## config.mk

```make
export PLATFORM = sky130hd
export DESIGN_NAME = regfile_sb
export DESIGN_NICKNAME = d
export VERILOG_FILES = /design/src/rtl/regfile_sb.sv
export SDC_FILE = /design/constraint.sdc
export NUM_CORES = 2
export LEC_CHECK = 0
export BUFFER_PORTS_ARGS = -buffer_cell sky130_fd_sc_hd__buf_2
export CAP_MARGIN = 0
export CORE_ASPECT_RATIO = 1.2
export CORE_MARGIN = 3
export CORE_UTILIZATION = 60
export CTS_CLUSTER_DIAMETER = 150
export DETAILED_ROUTE_END_ITERATION = 6
export GPL_TIMING_DRIVEN = 0
export PLACE_DENSITY = 0.77
export SKIP_CTS_REPAIR_TIMING = 1
export SLEW_MARGIN = 10
export SYNTH_ARGS = -nofsm -noshare
export SYNTH_HDL_FRONTEND = slang
export SYNTH_SLANG_ARGS = --single-unit
```

## constraint.sdc

```tcl
create_clock -name clk -period 66.7 [get_ports clk]
set_input_delay 3.335 -clock clk [delete_from_list [all_inputs] [get_ports clk]]
set_output_delay 3.335 -clock clk [all_outputs]
set_load 0.03 [all_outputs]
```

## src/rtl/regfile_sb.sv

```systemverilog
// Integer register file: 2 combinational read ports, 1 write port, per-register busy
// scoreboard, and a sequential clear engine. Define REGFILE_BYPASS_EN for write-first read forwarding.
module regfile_sb #(
  parameter  int XLEN     = 32,
  parameter  int NREG     = 32,
  parameter  int ZERO_REG = 1,
  localparam int AW       = $clog2(NREG)
) (
  input  logic            clk,
  input  logic            rst,
  input  logic [AW-1:0]   rs1_addr,
  input  logic [AW-1:0]   rs2_addr,
  output logic [XLEN-1:0] rs1_data,
  output logic [XLEN-1:0] rs2_data,
  output logic            rs1_busy,
  output logic            rs2_busy,
  input  logic [AW-1:0]   rd_addr,
  input  logic [XLEN-1:0] wb_data,
  input  logic            reg_write,
  input  logic            issue_valid,
  input  logic [AW-1:0]   issue_rd,
  input  logic            clear_req,
  output logic            clear_busy,
  output logic            clear_done
);

  typedef enum logic [1:0] {S_IDLE, S_CLEAR, S_DONE} state_e;

  localparam logic [AW-1:0] LAST = AW'(NREG - 1);

  state_e                     state_q, state_d;
  logic [AW-1:0]              idx_q, idx_d;
  logic [NREG-1:0][XLEN-1:0]  regs_q, regs_d;
  logic [NREG-1:0]            busy_q, busy_d;

  function automatic logic is_zero(input logic [AW-1:0] a);
    return (ZERO_REG != 0) && (a == '0);
  endfunction

  always_ff @(posedge clk or posedge rst) begin
    if (rst) begin
      state_q <= S_IDLE;
      idx_q   <= '0;
      regs_q  <= '0;
      busy_q  <= '0;
    end else begin
      state_q <= state_d;
      idx_q   <= idx_d;
      regs_q  <= regs_d;
      busy_q  <= busy_d;
    end
  end

  always_comb begin
    state_d    = state_q;
    idx_d      = idx_q;
    regs_d     = regs_q;
    busy_d     = busy_q;
    clear_busy = 1'b0;
    clear_done = 1'b0;
    case (state_q)
      S_IDLE: begin
        if (reg_write && !is_zero(rd_addr)) regs_d[rd_addr] = wb_data;
        if (clear_req) begin
          state_d = S_CLEAR;
          idx_d   = '0;
          busy_d  = '0;
        end else begin
          // Set after clear so a same-cycle reissue keeps the register pending.
          if (reg_write) busy_d[rd_addr] = 1'b0;
          if (issue_valid && !is_zero(issue_rd)) busy_d[issue_rd] = 1'b1;
        end
      end
      S_CLEAR: begin
        clear_busy     = 1'b1;
        regs_d[idx_q]  = '0;
        idx_d          = idx_q + AW'(1);
        if (idx_q == LAST) state_d = S_DONE;
      end
      S_DONE: begin
        clear_done = 1'b1;
        state_d    = S_IDLE;
      end
      default: state_d = S_IDLE;
    endcase
  end

  always_comb begin
    rs1_data = is_zero(rs1_addr) ? '0 : regs_q[rs1_addr];
    rs2_data = is_zero(rs2_addr) ? '0 : regs_q[rs2_addr];
    rs1_busy = is_zero(rs1_addr) ? 1'b0 : busy_q[rs1_addr];
    rs2_busy = is_zero(rs2_addr) ? 1'b0 : busy_q[rs2_addr];
`ifdef REGFILE_BYPASS_EN
    if (!rst && state_q == S_IDLE && reg_write) begin
      if (rd_addr == rs1_addr && !is_zero(rs1_addr)) begin
        rs1_data = wb_data;
        rs1_busy = issue_valid && (issue_rd == rs1_addr);
      end
      if (rd_addr == rs2_addr && !is_zero(rs2_addr)) begin
        rs2_data = wb_data;
        rs2_busy = issue_valid && (issue_rd == rs2_addr);
      end
    end
`endif
  end

endmodule

```

==> impl_metrics.tcl <==
set metrics [dict create \
    die_w_um 283 \
    clock_skew_ns 0.0297 \
    r2r_start "idx_q[2]" \
    final-seq-area_um2 26600 \
    post_route_standard_cell_area_excluding_fillers_um2 61600 \
    synth-edff-count 0 \
    tritoncts "built" \
    powerDensity_nw_per_um2 32.8 \
    synth.net_count 4035 \
    min-delay-start "regs_q[10]" \
    post-route-period-util_pct 16.9 \
    regToRegEndpoint "regs_q[7]" \
    yosys_register_bits 1063 \
    p_comb_share_pct 23.9 \
    number_of_buffers_inserted_during_clock_tree_synthesis 110 \
    rsz_0062_raised_after_global_routing "no" \
    vdd_drop_max_mv 0.0226 \
    tightestPinTransition_ns 1.56 \
    remaining_drc_errors 41 \
    power.static_leakage_nw 27.5 \
    timing.critical_path.cells "buf_2 > inv_1 > buf_2 > clkbuf_2 > clkbuf_1 > o2111ai_1 > a311oi_1 > buf_2" \
    hold_path.class "register to register" \
    worstPathRequired_ns 63.36 \
    failed_checks "DRC, capacitance limit, slew limit" \
    status "complete, but fails checks" \
    floorplan.die.height_um 338 \
    maxSlewViolCount 2 \
    detail_route.first_pass.iterations 7 \
    p_int_mw 1.36 \
    power.switching_mw 0.662 \
    cp-start-kind "primary input" \
    swShare_pct 32.8 \
    synth_cell_types 49 \
    pin_count_of_the_biggest_net_entering_global_routing 123 \
    routed_wirelength_um 242000 \
    postSynth.topFlopCell "dfrtp_1" \
    groute.usage.overall_pct 50.3 \
    r2r_slack_ns 63.26 \
    initial_detailed_routing_violation_count 8285 \
    finalWeightedCongestion 1.07 \
    hold_depth 1 \
    fin_setup_tns_ns 0 \
    layout.filler_cells 6453 \
    dpl_cell_area_um2 57700 \
    worstPathBufferInverterCount 6 \
    critPathCaptureType "output pin" \
    post-dp-hpwl_um 166000 \
    port_buffers 113 \
    cpMaxStageDelayCell "a311oi_1" \
    start_util_pct 60.8 \
    drt-wirelength-per-cell_um 43.7 \
    cp_top_family "buffers and inverters" \
    syn2layout_area_growth_pct 11.5 \
    cp_peak_stage_delay_ns 1.17 \
    final-hold-violation-count 0 \
    num_rows 121 \
    num_vias 46700 \
    insertion_delay_ns 0.75 \
    fin_nets 4273 \
    num_io_pins 125 \
    r2r.worst_path.cells 5 \
    globalRoute.totalOverflow 0 \
    clock.fmax_mhz 88.6 \
    setup_violations 0 \
    crit_path_max_fanout 10 \
    relSlewSlack_pct -4.57 \
    maxCapViolations 1 \
    synth_async_sr_flop_share_pct 100 \
    critPathArrivalTime_ns 7.95 \
    layout-drive-gt1-share_pct 27.8 \
    first_pass_grt_wire_length_um 342000 \
    design.core.area_um2 91000 \
    viasPerCell 8.41 \
    power.clock.fraction_pct 33.6 \
    cts.htree.levels 3 \
    timing_worst_setup_path_type "primary input to output pin" \
    route.antenna.remaining_nets 0 \
    tritoncts_num_sinks 1063 \
    antenna_found_initial 17 \
    clk_transition_reported_paths_ns 0.06 \
    multiInputGateArea_um2 26300 \
    synth_sequential_area_ratio_pct 48.1 \
    postSynthCellCount 3973 \
    grt_pass1_vias 45700 \
    fin_crit_ns 11.29 \
    dieArea_um2 95800 \
    seq_power_share_pct 42.6 \
    clockBufferDepth 3 \
    ys_warn_count 0 \
    path_common_cell "buf_2" \
    syn-mean-instance-area_um2 13.9 \
    clock_tree.root_cell "clkbuf_16" \
    synth_area_um2 55300 \
    timing.hold.worst_endpoint "regs_q[10]" \
]
[layout make-up]
class | instances | share of cell area, %
diodes | 12 | 0.0487
plain buffers | 519 | 3.85
clock buffers | 157 | 5.28
clock inverters | 52 | 1.03
inverters | 6 | 0.0487
multi-input cells | 2385 | 42.7
flip-flops and latches | 1063 | 43.2
well taps | 1230 | 2.50
repair buffers | 126 | 1.40
[metrics by stage]
step | power (mW) | setup slack [ns] | util [%] | cells | hold slack (ns)
finish | 2.02 | 55.41 | 67.7 | 5550 | 0.505
global route | 2.06 | 55.80 | 67.7 | 5538 | 0.530
CTS | 1.98 | 55.80 | 67.7 | 5536 | 0.511
detailed placement | 1.32 | 55.83 | 63.4 | 5327 | 0.491
global placement | 1.30 | 22.27 | 63.1 | 5316 | 0.484
floorplan | 1.15 | 33.44 | - | 3973 | 0.467
[Yosys cell counts, types with 6 or more instances]
library cell	count	area (um2)
o2111ai_1	18	158
buf_2	277	1390
mux2i_1	133	1330
clkbuf_1	224	841
nor2_1	13	48.8
mux2_2	66	743
buf_4	9	67.6
a21oi_2	14	123
a311oi_1	66	578
a22oi_1	66	495
a221oi_1	48	420
nor4_4	7	149
nand2b_1	6	37.5
a22o_1	992	8690
nand2_1	79	297
a211oi_1	66	495
and2_1	36	225
o22ai_1	28	175
nor3_4	18	293
nor3_2	7	70.1
a31oi_1	13	81.3
nor2b_1	76	475
nand3_1	9	45.0
o21ai_0	113	566
mux4_2	462	10400
dfrtp_1	1063	26600
[power by group through the flow]
stage,Combinational [mW],Clock [mW],Sequential (mW)
5_1_grt,0.493,0.699,0.867
6_report,0.482,0.678,0.860
2_1_floorplan,0.320,0,0.829
4_1_cts,0.460,0.669,0.850
3_3_place_gp,0.446,0,0.855
3_5_place_dp,0.458,0,0.858
[kinds of logic after synthesis]
family / count (synthesis) / synth area share, %
mux: 661 / 22.6
buf+inv: 525 / 4.32
flops: 1063 / 48.1
compound gates: 1442 / 21.6
fa+ha+maj: 5 / 0.113
simple gates: 277 / 3.30
[flip-flops by register name (all words and copies together) (netlist names)]
register	count
idx_q	5
state_q	2
regs_q	1024
busy_q	32
[how the worst max path moves through the flow]
stage          slack, ns      endpoint        start  cells after the start
4_1_cts            55.80  rs2_data[16]  rs2_addr[0]                      8
2_1_floorplan      33.44     busy_q[0]          rst                      1
5_1_grt            55.80  rs1_data[13]  rs1_addr[3]                      8
3_5_place_dp       55.83  rs2_data[16]  rs2_addr[0]                      8
3_3_place_gp       22.27   regs_q[122]          rst                      2
6_report           55.41  rs2_data[14]  rs2_addr[0]                      8
[cell usage in the layout (no fill, tap or decap), drive strengths merged, types with 76 or more instances in the layout]
| cell type | instances |
|---|---|
| dfrtp | 1063 |
| clkbuf | 381 |
| nand2 | 79 |
| mux2i | 133 |
| mux4 | 462 |
| nor2b | 76 |
| a22o | 992 |
| o21ai | 118 |
| buf | 421 |
[routing by layer]
| layer | routed length (um) | up-vias | GRT usage [%] |
|---|---|---|---|
| met2 | 98400 | 5003 | 67.8 |
| li1 | - | 16700 | - |
| met1 | 77800 | 23700 | 61.3 |
| met3 | 38600 | 1247 | 23.1 |
| met4 | 27400 | 10 | 42.8 |
| met5 | 51 | - | 0.300 |
No activity file was read; power rests on OpenSTA's default activity.
